--- src/rtl/bin_to_bcd_seq.sv ---
// Sequential double-dabble binary-to-BCD converter, one input bit per clock.
// Results saturate to all nines when the value does not fit in DIGITS digits.
module bin_to_bcd_seq #(
    parameter int BIN_W  = 20,
    parameter int DIGITS = 6
) (
    input  logic                  clk,
    input  logic                  rst_n,
    input  logic                  start,
    input  logic [BIN_W-1:0]      bin_in,
    output logic                  busy,
    output logic                  done,
    output logic [4*DIGITS-1:0]   bcd_out,
    output logic                  overflow
);

    localparam int CNT_W = $clog2(BIN_W + 1);
    localparam int BCD_W = 4 * DIGITS;
    localparam logic [BCD_W-1:0] ALL_NINES = {DIGITS{4'h9}};

    typedef enum logic [0:0] {
        IDLE = 1'b0,
        CONV = 1'b1
    } state_t;

    state_t             state_r;
    logic [BIN_W-1:0]   shift_r;
    logic [BCD_W-1:0]   scratch_r;
    logic [CNT_W-1:0]   cnt_r;
    logic               ovf_r;
    logic               busy_r;
    logic               done_r;
    logic [BCD_W-1:0]   bcd_r;
    logic               overflow_r;

    logic [BCD_W-1:0]   adj_s;
    logic [BCD_W-1:0]   scratch_next_s;
    logic [BIN_W-1:0]   shift_next_s;
    logic               ovf_next_s;
    logic               last_s;

    function automatic logic [3:0] dabble(input logic [3:0] digit);
        logic [3:0] res;
        if (digit >= 4'd5) begin
            res = digit + 4'd3;
        end else begin
            res = digit;
        end
        return res;
    endfunction

    // One conversion step: add-3 correction on every digit, then shift the combined register.
    always_comb begin
        adj_s = '0;
        for (int i = 0; i < DIGITS; i++) begin
            adj_s[4*i +: 4] = dabble(scratch_r[4*i +: 4]);
        end
        scratch_next_s = {adj_s[BCD_W-2:0], shift_r[BIN_W-1]};
        shift_next_s   = {shift_r[BIN_W-2:0], 1'b0};
        // A one leaving the MSD means the running value already reached 10^DIGITS.
        ovf_next_s     = ovf_r | adj_s[BCD_W-1];
        last_s         = (cnt_r == CNT_W'(BIN_W - 1));
    end

    // Control FSM with datapath and registered handshake/result outputs.
    always_ff @(posedge clk or negedge rst_n) begin
        if (!rst_n) begin
            state_r    <= IDLE;
            shift_r    <= '0;
            scratch_r  <= '0;
            cnt_r      <= '0;
            ovf_r      <= 1'b0;
            busy_r     <= 1'b0;
            done_r     <= 1'b0;
            bcd_r      <= '0;
            overflow_r <= 1'b0;
        end else begin
            case (state_r)
                IDLE: begin
                    done_r <= 1'b0;
                    if (start && !busy_r) begin
                        shift_r   <= bin_in;
                        scratch_r <= '0;
                        ovf_r     <= 1'b0;
                        cnt_r     <= '0;
                        busy_r    <= 1'b1;
                        state_r   <= CONV;
                    end
                end
                CONV: begin
                    shift_r   <= shift_next_s;
                    scratch_r <= scratch_next_s;
                    ovf_r     <= ovf_next_s;
                    cnt_r     <= cnt_r + CNT_W'(1);
                    if (last_s) begin
                        bcd_r      <= ovf_next_s ? ALL_NINES : scratch_next_s;
                        overflow_r <= ovf_next_s;
                        done_r     <= 1'b1;
                        busy_r     <= 1'b0;
                        state_r    <= IDLE;
                    end
                end
                default: begin
                    state_r <= IDLE;
                    busy_r  <= 1'b0;
                    done_r  <= 1'b0;
                end
            endcase
        end
    end

    assign busy     = busy_r;
    assign done     = done_r;
    assign bcd_out  = bcd_r;
    assign overflow = overflow_r;

endmodule
--- config.mk ---
export PLATFORM = sky130hd
export DESIGN_NAME = bin_to_bcd_seq
export DESIGN_NICKNAME = d
export VERILOG_FILES = /design/src/rtl/bin_to_bcd_seq.sv
export SDC_FILE = /design/constraint.sdc
export NUM_CORES = 1
export LEC_CHECK = 0
export CAP_MARGIN = 20
export CORE_UTILIZATION = 50
export DETAILED_ROUTE_END_ITERATION = 8
export GPL_ROUTABILITY_DRIVEN = 0
export HOLD_SLACK_MARGIN = 0.05
export PLACE_DENSITY_LB_ADDON = 0.12
export REMOVE_ABC_BUFFERS = 1
export SLEW_MARGIN = 20
export SYNTH_ARGS = -nofsm -noshare
export SYNTH_HDL_FRONTEND = slang
export SYNTH_SLANG_ARGS = --single-unit
--- constraint.sdc ---
create_clock -name clk -period 1.9 [get_ports clk]
set_clock_uncertainty 0.2 [all_clocks]
set_input_delay 0.38 -clock clk [delete_from_list [all_inputs] [get_ports clk]]
set_output_delay 0.38 -clock clk [all_outputs]
set_load 0.05 [all_outputs]
==> results.json, run 1 <==
{
  "post-route-drc-count": 0,
  "worstReg2RegStart": "scratch_r[1]$_DFFE_PN0P_",
  "clk_transition_reported_paths_ns": 0.08,
  "start_util_pct": 52.0,
  "layout_commonest_cell": "dfrtp_1",
  "cp.arrival_ns": 1.86,
  "layout.area.seq_um2": 1950,
  "layout_common_cells": "dfrtp_1, nand2_1, buf_4",
  "crit_slowest_cell": "dfrtp_1",
  "hold_violations": 0,
  "rows": 31,
  "ant_nets": 0,
  "ys_seq_elements": 78,
  "dieHeight_um": 89.4,
  "grt_start_max_net_pins": 43,
  "dpl_worst_slack_ns": -0.0548,
  "ios": 50,
  "routed-via-count": 2945,
  "htree_levels": 3,
  "synthToLayoutAreaGrowth_pct": 23.5,
  "cp_top_family": "flip-flops",
  "grt_overflow": 0,
  "drv_slew": 0,
  "netlist_area_um2": 3810,
  "ys_warn_count": 0,
  "worst_slew_pin_slew_ns": 0.404,
  "slew_headroom_pct": 73.1,
  "fin_hold_ws_ns": 0.283,
  "ys_seq_area_share_pct": 51.2,
  "vias_per_cell": 5.43,
  "reg2reg_depth": 6,
  "hold_path.class": "reg -> reg",
  "power_switching_mw": 3.95,
  "min_to": "bcd_out[10]$_DFFE_PN0P_",
  "drive_gt1_share_pct": 21.4,
  "period_minus_slack_ns": 1.80,
  "die_area_um2": 7980,
  "worstSetupStartpointType": "flip-flop",
  "root_buffer": "clkbuf_8",
  "nFillCells": 602,
  "cts_tree": "done",
  "synth-simple-area-share_pct": 14.6,
  "rr_endpoint": "bcd_out[2]$_DFFE_PN0P_",
  "p_sw_share_pct": 45.4,
  "portBuffers": 49,
  "grt_pass1_vias": 2674,
  "synth_fa_ha_area_share_pct": 4.26,
  "internal_power_mw": 4.74,
  "cts_setup_buffers": 0,
  "grt_antenna_before_repair": 0,
  "synth_xor_area_share_pct": 2.07,
  "setup_violations": 0,
  "antenna_cells": 0,
  "critPathKind": "reg -> reg",
  "synth_top_family_by_area": "compound AO/OA/AOI/OAI gates",
  "status": "complete, no violations",
  "syn_inst": 374,
  "p_seq_share_pct": 34.4,
  "max_stage_delay_ns": 0.38,
  "cp-end-kind": "flip-flop",
  "crit_chain": "inv_1 > ha_1 > nand2b_1 > a21oi_2 > mux2_4 > o31ai_2",
  "clock_power_share_pct": 12.8,
  "min_path_cells": 2,
  "rrSetupSlack_ns": 0.1,
  "clk_path_buf_depth": 2,
  "cts_sinks": 78,
  "powerDensity_nw_per_um2": 1840,
  "leakage_nw": 2.04,
  "hpwl_um": 5360,
  "grt_usage_pct": 20.9,
  "first_iter_violations": 166,
  "async_reset_ff_share_pct": 100,
  "synth-compound-area-share_pct": 17.6,
  "setup_slack_ns": 0.0969,
  "max_freq_mhz": 555,
  "multi_input_area_um2": 1760,
  "crit_buf_inv": 1,
  "synth_edf_count": 0,
  "timing.final.crit_share_pct": 94.9,
  "p_comb_share_pct": 52.9,
  "synth_flop_cell": "dfrtp_1",
  "synth_cell_types": 38,
  "final_nets": 475,
  "min_from": "bcd_out[10]$_DFFE_PN0P_",
  "grt_pass1_wl_um": 12600,
  "crit_fanout": 3,
  "required_ns": 1.96,
  "maxCapViolCount": 0,
  "muxShareOfSynthArea_pct": 5.58,
  "wirelength_um": 8130,
  "core_area_um2": 7330,
  "dieWidth_um": 89.4,
  "cts_made_buffers": 9,
  "dr.pass1.iters": 4,
  "clk_latency_ns": 0.34,
  "irDropWorstVdd_mv": 0.520,
  "wire_per_inst_um": 15.0,
  "syn_avg_cell_area_um2": 10.2
}
==> state kept, by name, summed over array words and instances (netlist names) <==
register	cells
bcd_out	24
scratch_r	24
shift_r	20
cnt_r	5
busy	1
done	1
overflow	1
ovf_r	1
state_r	1
==> worst max-delay path by stage <==
stage,depth (start not counted),to,startpoint
2_1_floorplan,3,scratch_r[21]$_DFFE_PN0P_,busy$_DFFE_PN0P_
3_3_place_gp,5,shift_r[10]$_DFFE_PN0P_,start
3_5_place_dp,5,shift_r[7]$_DFFE_PN0P_,start
4_1_cts,6,bcd_out[21]$_DFFE_PN0P_,scratch_r[20]$_DFFE_PN0P_
5_1_grt,6,bcd_out[2]$_DFFE_PN0P_,scratch_r[1]$_DFFE_PN0P_
6_report,6,bcd_out[2]$_DFFE_PN0P_,scratch_r[1]$_DFFE_PN0P_
==> layout make-up <==
| class | count | area share [%] |
|---|---|---|
| clock buffer | 14 | 3.45 |
| sequential | 78 | 41.4 |
| timing repair buffer | 73 | 14.1 |
| inverter | 13 | 1.04 |
| clock inverter | 1 | 0.106 |
| tap | 99 | 2.63 |
| multi-input combinational | 264 | 37.2 |
==> power groups by stage <==
stage                     Sequential, mW  Clock (mW)  Combinational, mW
after floorplan                     3.79           0               2.18
after global placement              2.94           0               4.33
after detailed placement            2.97           0               4.45
after CTS                           2.94        1.13               4.46
after global routing                3.09        1.19               5.01
final                               2.99        1.11               4.59
==> cell usage after synthesis (7+ instances only) <==
master | number | share of area [%]
nor2_1 | 18 | 1.8
xnor2_1 | 7 | 1.6
nor3b_1 | 11 | 2.2
nand2_1 | 62 | 6.1
o21ai_0 | 37 | 4.9
mux2i_1 | 19 | 5.0
inv_1 | 12 | 1.2
ha_1 | 13 | 4.3
clkbuf_1 | 7 | 0.69
a31oi_1 | 10 | 1.6
nand2b_1 | 7 | 1.1
dfrtp_1 | 78 | 51
a21oi_1 | 21 | 2.8
o31ai_2 | 8 | 2.6
==> per-stage QoR <==
stage,util (%),cells,TNS [ns],power (mW),cell area (um^2)
3_3_place_gp,60.9,524,0,7.26,4470
5_1_grt,64.3,542,-0.00226,9.29,4710
4_1_cts,63.3,540,0,8.53,4640
2_1_floorplan,-,353,-53.84,5.97,3680
3_5_place_dp,60.9,524,-0.395,7.42,4470
6_report,64.3,542,0,8.69,4710
==> worst register-to-register path, stage by stage (launching register included) <==
cell	delay, ns
dfrtp_1	0.38
inv_1	0.09
ha_1	0.17
nand2b_1	0.16
a21oi_2	0.18
mux2_4	0.33
o31ai_2	0.21
==> layer usage <==
metal  vias to the layer above  share of wire [%]  global-route usage (%)
met5                         -                  0                       0
met4                         0                2.4                    9.67
met3                        20                3.0                    3.14
met2                        67                 49                    34.6
met1                      1429                 46                    27.3
li1                       1429                  -                       -
==> cell families after synthesis <==
family,after synthesis
and+or+nand+nor,117
AOI/OAI and AO/OA,102
DFF,78
buffers and inverters,34
muxes,21
adders and majority gates,13
xor gates and xnor gates,9
==> repair_timing <==
action                     in CTS  in global routing
hold endpoints to repair       28                  0
resized for setup               0                 11
hold buffers                    1                  0
setup endpoints to repair       0                 15
Power figures use the tool's default switching activity.
==> run 2, diff against run 1 <==
CORE_UTILIZATION = 45   (was 50)
==> results.json, run 2 (same netlist as run 1, synthesis figures left out) <==
{
  "status": "complete, no violations",
  "die_area_um2": 8850,
  "cts_tree": "done",
  "grt_pass1_wl_um": 13300,
  "dr.pass1.iters": 6,
  "final_nets": 481,
  "clk_path_buf_depth": 2,
  "grt_usage_pct": 19.6,
  "hpwl_um": 5580,
  "clk_transition_reported_paths_ns": 0.08,
  "routed-via-count": 2886,
  "irDropWorstVdd_mv": 0.650,
  "clk_latency_ns": 0.34,
  "drive_gt1_share_pct": 23.8,
  "cp.arrival_ns": 1.88,
  "cts_sinks": 78,
  "rsz0062_at_grt": "false",
  "ant_nets": 0,
  "dieHeight_um": 94.1,
  "rows": 33,
  "cp-end-kind": "flip-flop",
  "portBuffers": 49,
  "worstSetupStartpointType": "flip-flop",
  "powerDensity_nw_per_um2": 1820,
  "drv_slew": 0,
  "dieWidth_um": 94.1,
  "crit_slowest_cell": "dfrtp_1",
  "worst_slew_pin_slew_ns": 0.388,
  "required_ns": 1.96,
  "start_util_pct": 46.4,
  "nFillCells": 729,
  "synthToLayoutAreaGrowth_pct": 24.6,
  "setup_violations": 0,
  "root_buffer": "clkbuf_8",
  "antenna_cells": 0,
  "postLayoutCoreUtil_pct": 57.9,
  "hold_path.class": "in -> async",
  "leakage_nw": 2.06,
  "layout_commonest_cell": "dfrtp_1",
  "wirelength_um": 7860,
  "max_stage_delay_ns": 0.40,
  "grt_start_max_net_pins": 44,
  "wire_per_inst_um": 14.2,
  "crit_buf_inv": 1,
  "htree_levels": 3,
  "timing.final.crit_share_pct": 96.2,
  "cp_top_family": "compound AO/OA/AOI/OAI gates",
  "period_minus_slack_ns": 1.83,
  "grt_overflow": 0,
  "core_area_um2": 8220,
  "first_iter_violations": 86,
  "slew_headroom_pct": 74.1,
  "hold_violations": 0,
  "grt_antenna_before_repair": 0,
  "fin_hold_ws_ns": 0.286,
  "max_freq_mhz": 547,
  "crit_chain": "inv_2 > ha_1 > nand2b_1 > a21oi_2 > mux2_4 > o31ai_4",
  "layout_common_cells": "dfrtp_1, nand2_1, buf_4",
  "cts_made_buffers": 9,
  "grt_pass1_vias": 2877,
  "vias_per_cell": 5.20,
  "post-route-drc-count": 0,
  "ios": 50,
  "critPathKind": "reg -> reg",
  "maxCapViolCount": 0,
  "crit_fanout": 3
}
## run 2: changes by cell type in the layout (fill, tap and decap cells not counted), moves of 2 or more
cell,delta
clkbuf_1,-3
buf_4,+9
clkinvlp_4,+3
clkinv_2,+2
inv_1,-2
inv_2,+2
## run 2: layout make-up
type	instances	area (um^2)	share of cell area (%)
inverters	13	48.8	1.03
clock buffers	10	138	2.89
repair buffers	81	713	15.0
multi-input cells	262	1730	36.5
well taps	105	131	2.76
clock inverters	6	37.5	0.789
flip-flops and latches	78	1950	41.1
## run 2: timing repair
action                                  4_1_cts  5_1_grt
gates resized for setup                       1       12
setup buffers                                 0        5
pin swaps                                     0        5
hold buffers                                  1        0
gates cloned                                  0        0
hold endpoints to repair                     25        0
endpoints found under the setup margin        1       15
## run 2: report_power, final
group / internal, mW / switching (mW) / total (mW)
logic: 1.83 / 2.75 / 4.58
registers: 2.39 / 0.584 / 2.97
clock network: 0.503 / 0.613 / 1.12
total: 4.72 / 3.94 / 8.67
## run 2: metal layers
layer | share of wire (%) | wire, um | global-route usage, %
met5 | 0 | 0 | 0
met4 | 1.7 | 131 | 7.95
met3 | 2.8 | 223 | 3.32
met2 | 50 | 3950 | 33.2
met1 | 45 | 3560 | 24.8
## run 2: path summary, 6_finish.rpt
kind	start	to	slack, ns	depth (start not counted)
max	scratch_r[1]$_DFFE_PN0P_	bcd_out[2]$_DFFE_PN0P_	0.07	6
min	rst_n	bcd_out[11]$_DFFE_PN0P_	0.29	2
max reg2reg	scratch_r[1]$_DFFE_PN0P_	bcd_out[2]$_DFFE_PN0P_	0.07	6
min reg2reg	shift_r[0]$_DFFE_PN0P_	shift_r[1]$_DFFE_PN0P_	0.29	2
max in group asynchronous	rst_n	shift_r[13]$_DFFE_PN0P_	0.73	3
min in group clk	shift_r[0]$_DFFE_PN0P_	shift_r[1]$_DFFE_PN0P_	0.29	2
## run 2: metrics by stage
stage | total power, mW | instances | instance area, um^2 | TNS [ns] | setup WS [ns]
detailed placement | 7.44 | 533 | 4480 | -0.986 | -0.0657
global route | 9.34 | 555 | 4750 | 0 | 0.00130
global placement | 7.28 | 533 | 4480 | 0 | 0.00582
CTS | 8.58 | 550 | 4670 | 0 | 0.0233
floorplan | 5.97 | 353 | 3680 | -53.84 | -1.44
finish | 8.67 | 555 | 4750 | 0 | 0.0730
==> run 3, diff against run 2 <==
CORE_UTILIZATION = 50   (was 45)
==> results of run 3 <==
No change in the layout: final DEF, timing and power equal those of run 1.
